`config.mk`:
```
export PLATFORM = sky130hd
export DESIGN_NAME = adc_sync_capture_nx
export DESIGN_NICKNAME = d
export VERILOG_FILES = /design/src/rtl/adc_sync_capture_nx.sv
export SDC_FILE = /design/constraint.sdc
export NUM_CORES = 1
export LEC_CHECK = 0
export CORE_UTILIZATION = 36
export CTS_CLUSTER_SIZE = 25
export DETAILED_ROUTE_END_ITERATION = 12
export PLACE_DENSITY = 0.7
export SLEW_MARGIN = 20
export SYNTH_ARGS = -nofsm -noshare
export SYNTH_HDL_FRONTEND = slang
export SYNTH_SLANG_ARGS = --single-unit
```
`constraint.sdc`:
```
create_clock -name adc_clk -period 2.19 [get_ports adc_clk]
set_input_delay 0.3285 -clock adc_clk [delete_from_list [all_inputs] [get_ports adc_clk]]
set_output_delay 0.3285 -clock adc_clk [all_outputs]
set_load 0.03 [all_outputs]
```
`src/rtl/adc_sync_capture_nx.sv`:
```
// Sync-framed ADC capture: two-stage registered data path with optional
// offset-binary to two's-complement conversion and an arm/lock/lost sync checker.
module adc_sync_capture_nx #(
  parameter int NCH   = 2,
  parameter int DEMUX = 4,
  parameter int BITS  = 12,
  parameter int PER_W = 16,
  parameter int CNT_W = 16
) (
  input  logic                        adc_clk,
  input  logic                        adc_rst_n,
  input  logic [NCH*DEMUX*BITS-1:0]   data_in,
  input  logic                        sync_in,
  input  logic                        fmt_twos,
  input  logic                        arm,
  input  logic [PER_W-1:0]            expected_period,
  output logic [NCH*DEMUX*BITS-1:0]   data_out,
  output logic                        data_valid,
  output logic                        sync_out,
  output logic [1:0]                  state,
  output logic [CNT_W-1:0]            sync_count,
  output logic [PER_W-1:0]            last_period,
  output logic                        sync_err
);

  localparam int W  = NCH * DEMUX * BITS;
  localparam int NS = NCH * DEMUX;

  typedef enum logic [1:0] {
    S_IDLE   = 2'd0,
    S_ARMED  = 2'd1,
    S_LOCKED = 2'd2,
    S_LOST   = 2'd3
  } state_t;

  state_t           state_q, state_d;
  logic [W-1:0]     data1_q, data2_q, data2_d;
  logic             sync1_q, sync_hist_q, arm1_q;
  logic             sync_out_q, valid_q, valid_d;
  logic [PER_W-1:0] pc_q, pc_d, lp_q, lp_d, pc_inc;
  logic [CNT_W-1:0] cnt_q, cnt_d, cnt_inc;
  logic             err_q, err_d;
  logic [W-1:0]     msb_mask;
  logic             sync_edge, period_chk;

  always_comb begin
    msb_mask = '0;
    for (int i = 0; i < NS; i++) begin
      msb_mask[i*BITS + BITS - 1] = 1'b1;
    end
  end

  // arm is registered alongside sync_in so both reach the FSM on the same cycle.
  assign sync_edge  = sync1_q & ~sync_hist_q;
  assign period_chk = (expected_period != '0);
  assign data2_d    = data1_q ^ (fmt_twos ? msb_mask : '0);
  assign pc_inc     = (pc_q == '1) ? pc_q : pc_q + PER_W'(1);
  assign cnt_inc    = (cnt_q == '1) ? cnt_q : cnt_q + CNT_W'(1);

  always_comb begin
    state_d = state_q;
    pc_d    = pc_q;
    cnt_d   = cnt_q;
    lp_d    = lp_q;
    err_d   = err_q;
    case (state_q)
      S_IDLE: begin
        if (arm1_q) state_d = S_ARMED;
      end
      S_ARMED: begin
        if (sync_edge) begin
          state_d = S_LOCKED;
          cnt_d   = CNT_W'(1);
          pc_d    = PER_W'(1);
        end
      end
      S_LOCKED: begin
        pc_d = pc_inc;
        if (arm1_q) begin
          state_d = S_ARMED;
          err_d   = 1'b0;
          cnt_d   = '0;
        end else if (sync_edge && period_chk && (pc_q != expected_period)) begin
          state_d = S_LOST;
          err_d   = 1'b1;
          lp_d    = pc_q;
        end else if (sync_edge) begin
          lp_d  = pc_q;
          pc_d  = PER_W'(1);
          cnt_d = cnt_inc;
        end else if (period_chk && (pc_q == expected_period)) begin
          state_d = S_LOST;
          err_d   = 1'b1;
        end
      end
      S_LOST: begin
        if (arm1_q) begin
          state_d = S_ARMED;
          err_d   = 1'b0;
          cnt_d   = '0;
        end
      end
      default: state_d = S_IDLE;
    endcase
  end

  assign valid_d = (state_d == S_LOCKED);

  always_ff @(posedge adc_clk or negedge adc_rst_n) begin
    if (!adc_rst_n) begin
      data1_q     <= '0;
      sync1_q     <= 1'b0;
      sync_hist_q <= 1'b0;
      arm1_q      <= 1'b0;
      data2_q     <= '0;
      sync_out_q  <= 1'b0;
      valid_q     <= 1'b0;
      state_q     <= S_IDLE;
      pc_q        <= '0;
      cnt_q       <= '0;
      lp_q        <= '0;
      err_q       <= 1'b0;
    end else begin
      data1_q     <= data_in;
      sync1_q     <= sync_in;
      sync_hist_q <= sync1_q;
      arm1_q      <= arm;
      data2_q     <= data2_d;
      sync_out_q  <= sync_edge;
      valid_q     <= valid_d;
      state_q     <= state_d;
      pc_q        <= pc_d;
      cnt_q       <= cnt_d;
      lp_q        <= lp_d;
      err_q       <= err_d;
    end
  end

  assign data_out    = data2_q;
  assign data_valid  = valid_q;
  assign sync_out    = sync_out_q;
  assign state       = state_q;
  assign sync_count  = cnt_q;
  assign last_period = lp_q;
  assign sync_err    = err_q;

endmodule

```
==> results.toml, run 1 <==
[outcome]
outcome = "completed"

[critical_path]
cp_cell_sequence = "xor2_1 -> nor4_2 -> buf_4 -> nand4_2 -> a21oi_4 -> nand4_1 -> mux2_1"
crit_slowest_cell = "dfrtp_1"
path_class = "reg2reg"
cp_max_fo = 6
slowest_delay_ns = 0.41
worst_setup_path_start_kind = "register"
critPathCaptureType = "register"
cp_data_required_time_ns = 2.58
cp.arrival_ns = 2.47

[floorplan]
dieArea_um2 = 23000
num_io_pins = 250
die_w_um = 152
core_um2 = 21900
core.rowCount = 54
fp.dieH_um = 152
start_util_pct = 36.8

[finish]
final_cell_mix = "clkdlybuf4s50_1 (248), dfrtp_1 (246), buf_4 (39), nand2_1 (29), nor2_1 (26)"
layout_commonest_cell = "clkdlybuf4s50_1"
multi_input_area_um2 = 1750
fin_area_um2 = 12000
fill_cells = 1794
nets = 956
diodes = 0
regArea_um2 = 6210
syn_to_final_growth_pct = 49.1
drive_above_1_share_pct = 14.3
fin_cells = 1131

[route]
vias_per_cell = 4.60
first_pass_iters = 4
vias = 5202
routedWlPerCell_um = 16.0
drc = 0
ant_nets = 0
drt-initial-drc-count = 250
drt_wl_total_um = 18100

[sta]
layout_min_cycle_time_ns = 2.08
clock.fmax_mhz = 481
max-slew-margin-rel_pct = 63.6
skew_ns = 0.00833
finalSetupViolCount = 0
rsz0062_at_grt = "yes"
tightest_slew_ns = 0.545
slew_violations = 0
finalCritPeriodShare_pct = 95.0
finalHoldViolations = 0

[placement]
placed_cells = 1084
dpl-instance-area_um2 = 11200
portBuffers = 249
place.gp.congestion = 0.848
dp_hpwl_um = 13300

[global_route]
grt_pass1_vias = 5449
antenna_found_initial = 0
grt_max_degree = 75
grt_pass1_wl_um = 28700
grt-ovfl-total = 0
grt_use_total_pct = 16.3

[clock_tree]
tritoncts = "yes"
numCtsBuffers = 25
cts_root_buffer = "clkbuf_16"
clk_latency_ns = 0.51
cts.htree.levels = 1
postCtsSetupBuffers = 0
cts_buffer_depth = 3
clkTransAtPathRegs_ns = 0.06
cts_sinks = 248

[power]
p_leak_nw = 5.25
power_density_nw_per_um2 = 963
irDropWorstVdd_v = 0.000718

[yosys]
yosys.cell_types.count = 57
syn_nets = 650
ys.flop_type = "dfrtp_1"
synthesis.area_um2 = 8070
yosys-top-cells-area = "dfrtp_1 (77%), xor2_1 (2.6%), mux2_2 (2.4%)"
synthCells = 526
yosysWarnings = 0
synth_top_area_cell = "dfrtp_1"
yosysSeqAreaShare_pct = 76.9
synth_edf_count = 0
synth_top_area_share_pct = 76.9
syn_area_per_cell_um2 = 15.3
synth-seq-cells = 248
async_flop_share_pct = 100

[flow_run]
cap_violations = 0

[min_path]
hold_class = "in2reg"
[final cells by class]
cell class / count / share of cell area, %
inverters: 13 / 0.406
clock buffers: 31 / 5.47
clock inverters: 15 / 1.07
repair buffers: 293 / 24.0
well taps: 280 / 2.91
flip-flops and latches: 248 / 51.6
multi-input cells: 251 / 14.5
[stage by stage]
step | hold slack [ns] | util (%) | setup TNS [ns] | power, W | setup WS [ns]
after floorplan | 0.0329 | - | 0 | 0.00644 | 0.0178
after global placement | 0.331 | 51.3 | -7.07 | 0.00762 | -0.338
after detailed placement | 0.335 | 51.3 | -7.32 | 0.00766 | -0.374
after CTS | 0.222 | 54.9 | 0 | 0.0117 | 0.0764
after global routing | 0.217 | 54.9 | -0.00443 | 0.0122 | -0.00231
final | 0.245 | 54.9 | 0 | 0.0116 | 0.109
[critical path, delay by kind of cell (launching register included)]
kind                   cells  cell delay [ns]
flip-flops                 1             0.41
buffers and inverters      1             0.17
AO/OA/AOI/OAI              1             0.24
XOR/XNOR                   1             0.16
AND/OR/NAND/NOR            3             0.64
multiplexers               1             0.33
[path summary, 6_finish.rpt]
path                                        to         from  cells past startpoint  slack, ns
min in group asynchronous          data1_q[17]    adc_rst_n                      2       0.38
worst min-delay path                data1_q[5]   data_in[5]                      1       0.25
worst min register to register    data_out[40]  data1_q[40]                      0       0.34
max in group asynchronous          data1_q[15]    adc_rst_n                      3       1.13
worst max register to register  sync_count[12]     pc_q[12]                      7       0.11
worst max-delay path            sync_count[12]     pc_q[12]                      7       0.11
[state kept, by name, indices dropped and copies added, names as in the netlist]
| register | count |
|---|---|
| state | 2 |
| sync_err | 1 |
| sync1_q | 1 |
| last_period | 16 |
| sync_hist_q | 1 |
| data1_q | 96 |
| data_out | 96 |
| sync_out | 1 |
| sync_count | 16 |
| pc_q | 16 |
| data_valid | 1 |
| arm1_q | 1 |
[layer usage]
layer  wire (um)  global-route usage (%)  vias up
met3        2030                    7.04       21
met1        6960                    19.9     2560
met5           0                       0        -
met2        8890                    26.7      204
li1            -                       -     2417
met4         234                    4.01        0
[logic make-up (layout without fill, tap and decap cells)]
logic type	count (synthesis)	after routing	share of synthesized area, %
xor+xnor	30	30	3.35
simple gates	123	123	8.21
compound gates	69	69	5.99
mux	22	22	3.01
flops	248	248	76.9
fa+ha+maj	7	7	1.09
buf+inv	27	352	1.43
[synthesized netlist by cell type, drive strengths merged (2+ instances only)]
library cell and count:
and2 4, xnor2 5, and3 3, o22ai 2, nand2 29, nand3 19
nand3b 2, nor4 9, buf 5, a31o 2, o211ai 3, nand2b 5
nand4 10, dfrtp 248, nor2 26, clkbuf 9, mux2 18, o21ai 14
a31oi 9, nor3 6, xor2 25, a22o 2, or2 2, o31ai 3
inv 12, mux2i 4, a21oi 21, and4 2, a211oi 4, ha 7
or3 3
[what timing repair did]
item	CTS	global route
hold buffers	1	0
resized for setup	0	2
endpoints found under the hold margin	68	0
setup endpoints to repair	0	5
[power breakdown]
group,internal (W),total (W),leakage (nW),switching [W]
logic,0.00107,0.00242,1.88,0.00134
registers,0.00494,0.00515,2.99,0.000214
clock network,0.00228,0.00401,0.377,0.00173
total,0.00829,0.0116,5.25,0.00329
Power figures use the tool's default switching activity.
==> inputs of run 2 (changes only) <==
--- a/config.mk
+++ b/config.mk
@@ -5,10 +5,12 @@
 export SDC_FILE = /design/constraint.sdc
 export NUM_CORES = 1
 export LEC_CHECK = 0
-export CORE_UTILIZATION = 36
+export CELL_PAD_IN_SITES_DETAIL_PLACEMENT = 0
+export CELL_PAD_IN_SITES_GLOBAL_PLACEMENT = 2
+export CORE_UTILIZATION = 31
 export CTS_CLUSTER_SIZE = 25
 export DETAILED_ROUTE_END_ITERATION = 12
-export PLACE_DENSITY = 0.7
+export PLACE_DENSITY = 0.85
 export SLEW_MARGIN = 20
 export SYNTH_ARGS = -nofsm -noshare
 export SYNTH_HDL_FRONTEND = slang
==> run 2 against run 1 <==
Against the previous run: combinational power grew 3%; count of clock-buffer cells in the layout grew 7; non-clock buffer count grew 7; critical path depth grew 1; largest cell class unchanged; highest routed layer unchanged; setup slack gained 0.015 ns; via count grew 0.54%; routed wire length grew 7.7%; hold slack lost 0.0040 ns.
==> results.toml, run 2 (synthesized netlist as in run 1, its figures left out) <==
[power]
power_density_nw_per_um2 = 1000
irDropWorstVdd_v = 0.000777
p_leak_nw = 5.37

[finish]
nets = 964
fill_cells = 2163
fin_cells = 1190
layout_commonest_cell = "clkdlybuf4s50_1"
syn_to_final_growth_pct = 52.8
drive_above_1_share_pct = 15.6
diodes = 0
final_cell_mix = "clkdlybuf4s50_1 (248), dfrtp_1 (246), buf_4 (45), nand2_1 (29), clkbuf_16 (27)"
utilization_pct = 48.7

[global_route]
antenna_found_initial = 0
grt_max_degree = 69
grt_pass1_wl_um = 30400
grt_use_total_pct = 15.0
grt_pass1_vias = 5436
grt-ovfl-total = 0

[route]
drt-initial-drc-count = 276
vias = 5230
vias_per_cell = 4.39
drt_wl_total_um = 19500
routedWlPerCell_um = 16.4
ant_nets = 0
drc = 0
first_pass_iters = 4

[clock_tree]
tritoncts = "yes"
cts.htree.levels = 1
cts_buffer_depth = 3
cts_root_buffer = "clkbuf_16"
cts_sinks = 248
clk_latency_ns = 0.52
numCtsBuffers = 26
clkTransAtPathRegs_ns = 0.06
postCtsSetupBuffers = 0

[floorplan]
fp.dieH_um = 163
core.rowCount = 58
die_w_um = 163
num_io_pins = 250
start_util_pct = 31.8
dieArea_um2 = 26700
core_um2 = 25300

[sta]
layout_min_cycle_time_ns = 2.07
finalHoldViolations = 0
finalCritPeriodShare_pct = 94.3
skew_ns = 0.0117
finalSetupViolCount = 0
tightest_slew_ns = 0.491
rsz0062_at_grt = "no"
max-slew-margin-rel_pct = 67.3
clock.fmax_mhz = 484
slew_violations = 0
whs_ns = 0.242

[critical_path]
path_class = "reg2reg"
crit_start = "sync_count[9]"
rr_worst_depth = 8
crit_family = "simple AND/OR/NAND/NOR gates"
cp_max_fo = 5
cp_common_cell = "buf_4"
crit_end = "sync_count[0]"
r2r_start = "sync_count[9]"
cp.arrival_ns = 2.47
cp_cell_sequence = "nand4_1 -> or3_4 -> o311ai_4 -> a21oi_4 -> buf_4 -> buf_4 -> o22ai_1 -> nand2_1"
r2r_end = "sync_count[0]"
crit_slowest_cell = "or3_4"
critical_path_buf_inv_count = 2
cp.depth = 8
slowest_delay_ns = 0.43
critPathCaptureType = "register"
rrSetupSlack_ns = 0.12
worst_setup_path_start_kind = "register"
cp_data_required_time_ns = 2.59

[placement]
portBuffers = 249
dp_hpwl_um = 14500
placed_cells = 1141
place.gp.congestion = 0.806

[min_path]
hold_class = "in2reg"
hold_path_depth = 1

[outcome]
outcome = "completed"

[flow_run]
cap_violations = 0
-- run 2: worst min-delay path by stage --
| stage | startpoint | end | slack [ns] |
|---|---|---|---|
| after floorplan | adc_rst_n | arm1_q | 0.03 |
| after global placement | adc_rst_n | data1_q[86] | 0.32 |
| after detailed placement | adc_rst_n | data1_q[86] | 0.32 |
| after CTS | data_in[29] | data1_q[29] | 0.22 |
| after global routing | data_in[82] | data1_q[82] | 0.21 |
| final | data_in[80] | data1_q[80] | 0.24 |
-- run 2: report_power, final --
part	total [W]	leakage (nW)	switching [W]	internal, W
Combinational	0.00249	1.92	0.00138	0.00111
Sequential	0.00515	2.99	0.000212	0.00494
Clock	0.00469	0.461	0.00172	0.00296
-- run 2: per-stage QoR --
step	total power, W	cell area [um2]	TNS [ns]	setup slack, ns
floorplan	0.00644	8070	0	0.0178
global placement	0.00771	11400	-4.96	-0.258
detailed placement	0.00774	11400	-5.56	-0.288
CTS	0.0125	12300	0	0.0723
global route	0.0129	12300	0	0.00402
finish	0.0123	12300	0	0.125
-- run 2: worst register-to-register path: cells and delay by family, from the launching register on --
family	cells	cell delay [ns]
buf+inv	2	0.30
compound gates	3	0.56
flops	1	0.41
simple gates	3	0.69
-- run 2: what timing repair did --
action                                 CTS  global route
endpoints found under the hold margin   64             0
hold buffers                             1             0
setup endpoints to repair                0             4
resized for setup                        0             3
-- run 2: cell type report --
type,count,area [um2],area share [%]
inverters,13,48.8,0.396
clock inverters,10,163,1.32
well taps,330,413,3.35
repair buffers,300,2950,23.9
clock buffers,38,787,6.39
multi-input cells,251,1760,14.3
flip-flops and latches,248,6210,50.4
-- run 2: layer usage --
| layer | global-route usage [%] | up-vias | share of wire (%) |
|---|---|---|---|
| met5 | 0 | - | 0 |
| met4 | 4.12 | 0 | 1.9 |
| met3 | 7.82 | 29 | 13 |
| met2 | 23.9 | 212 | 47 |
| met1 | 17.5 | 2549 | 38 |
| li1 | - | 2440 | - |
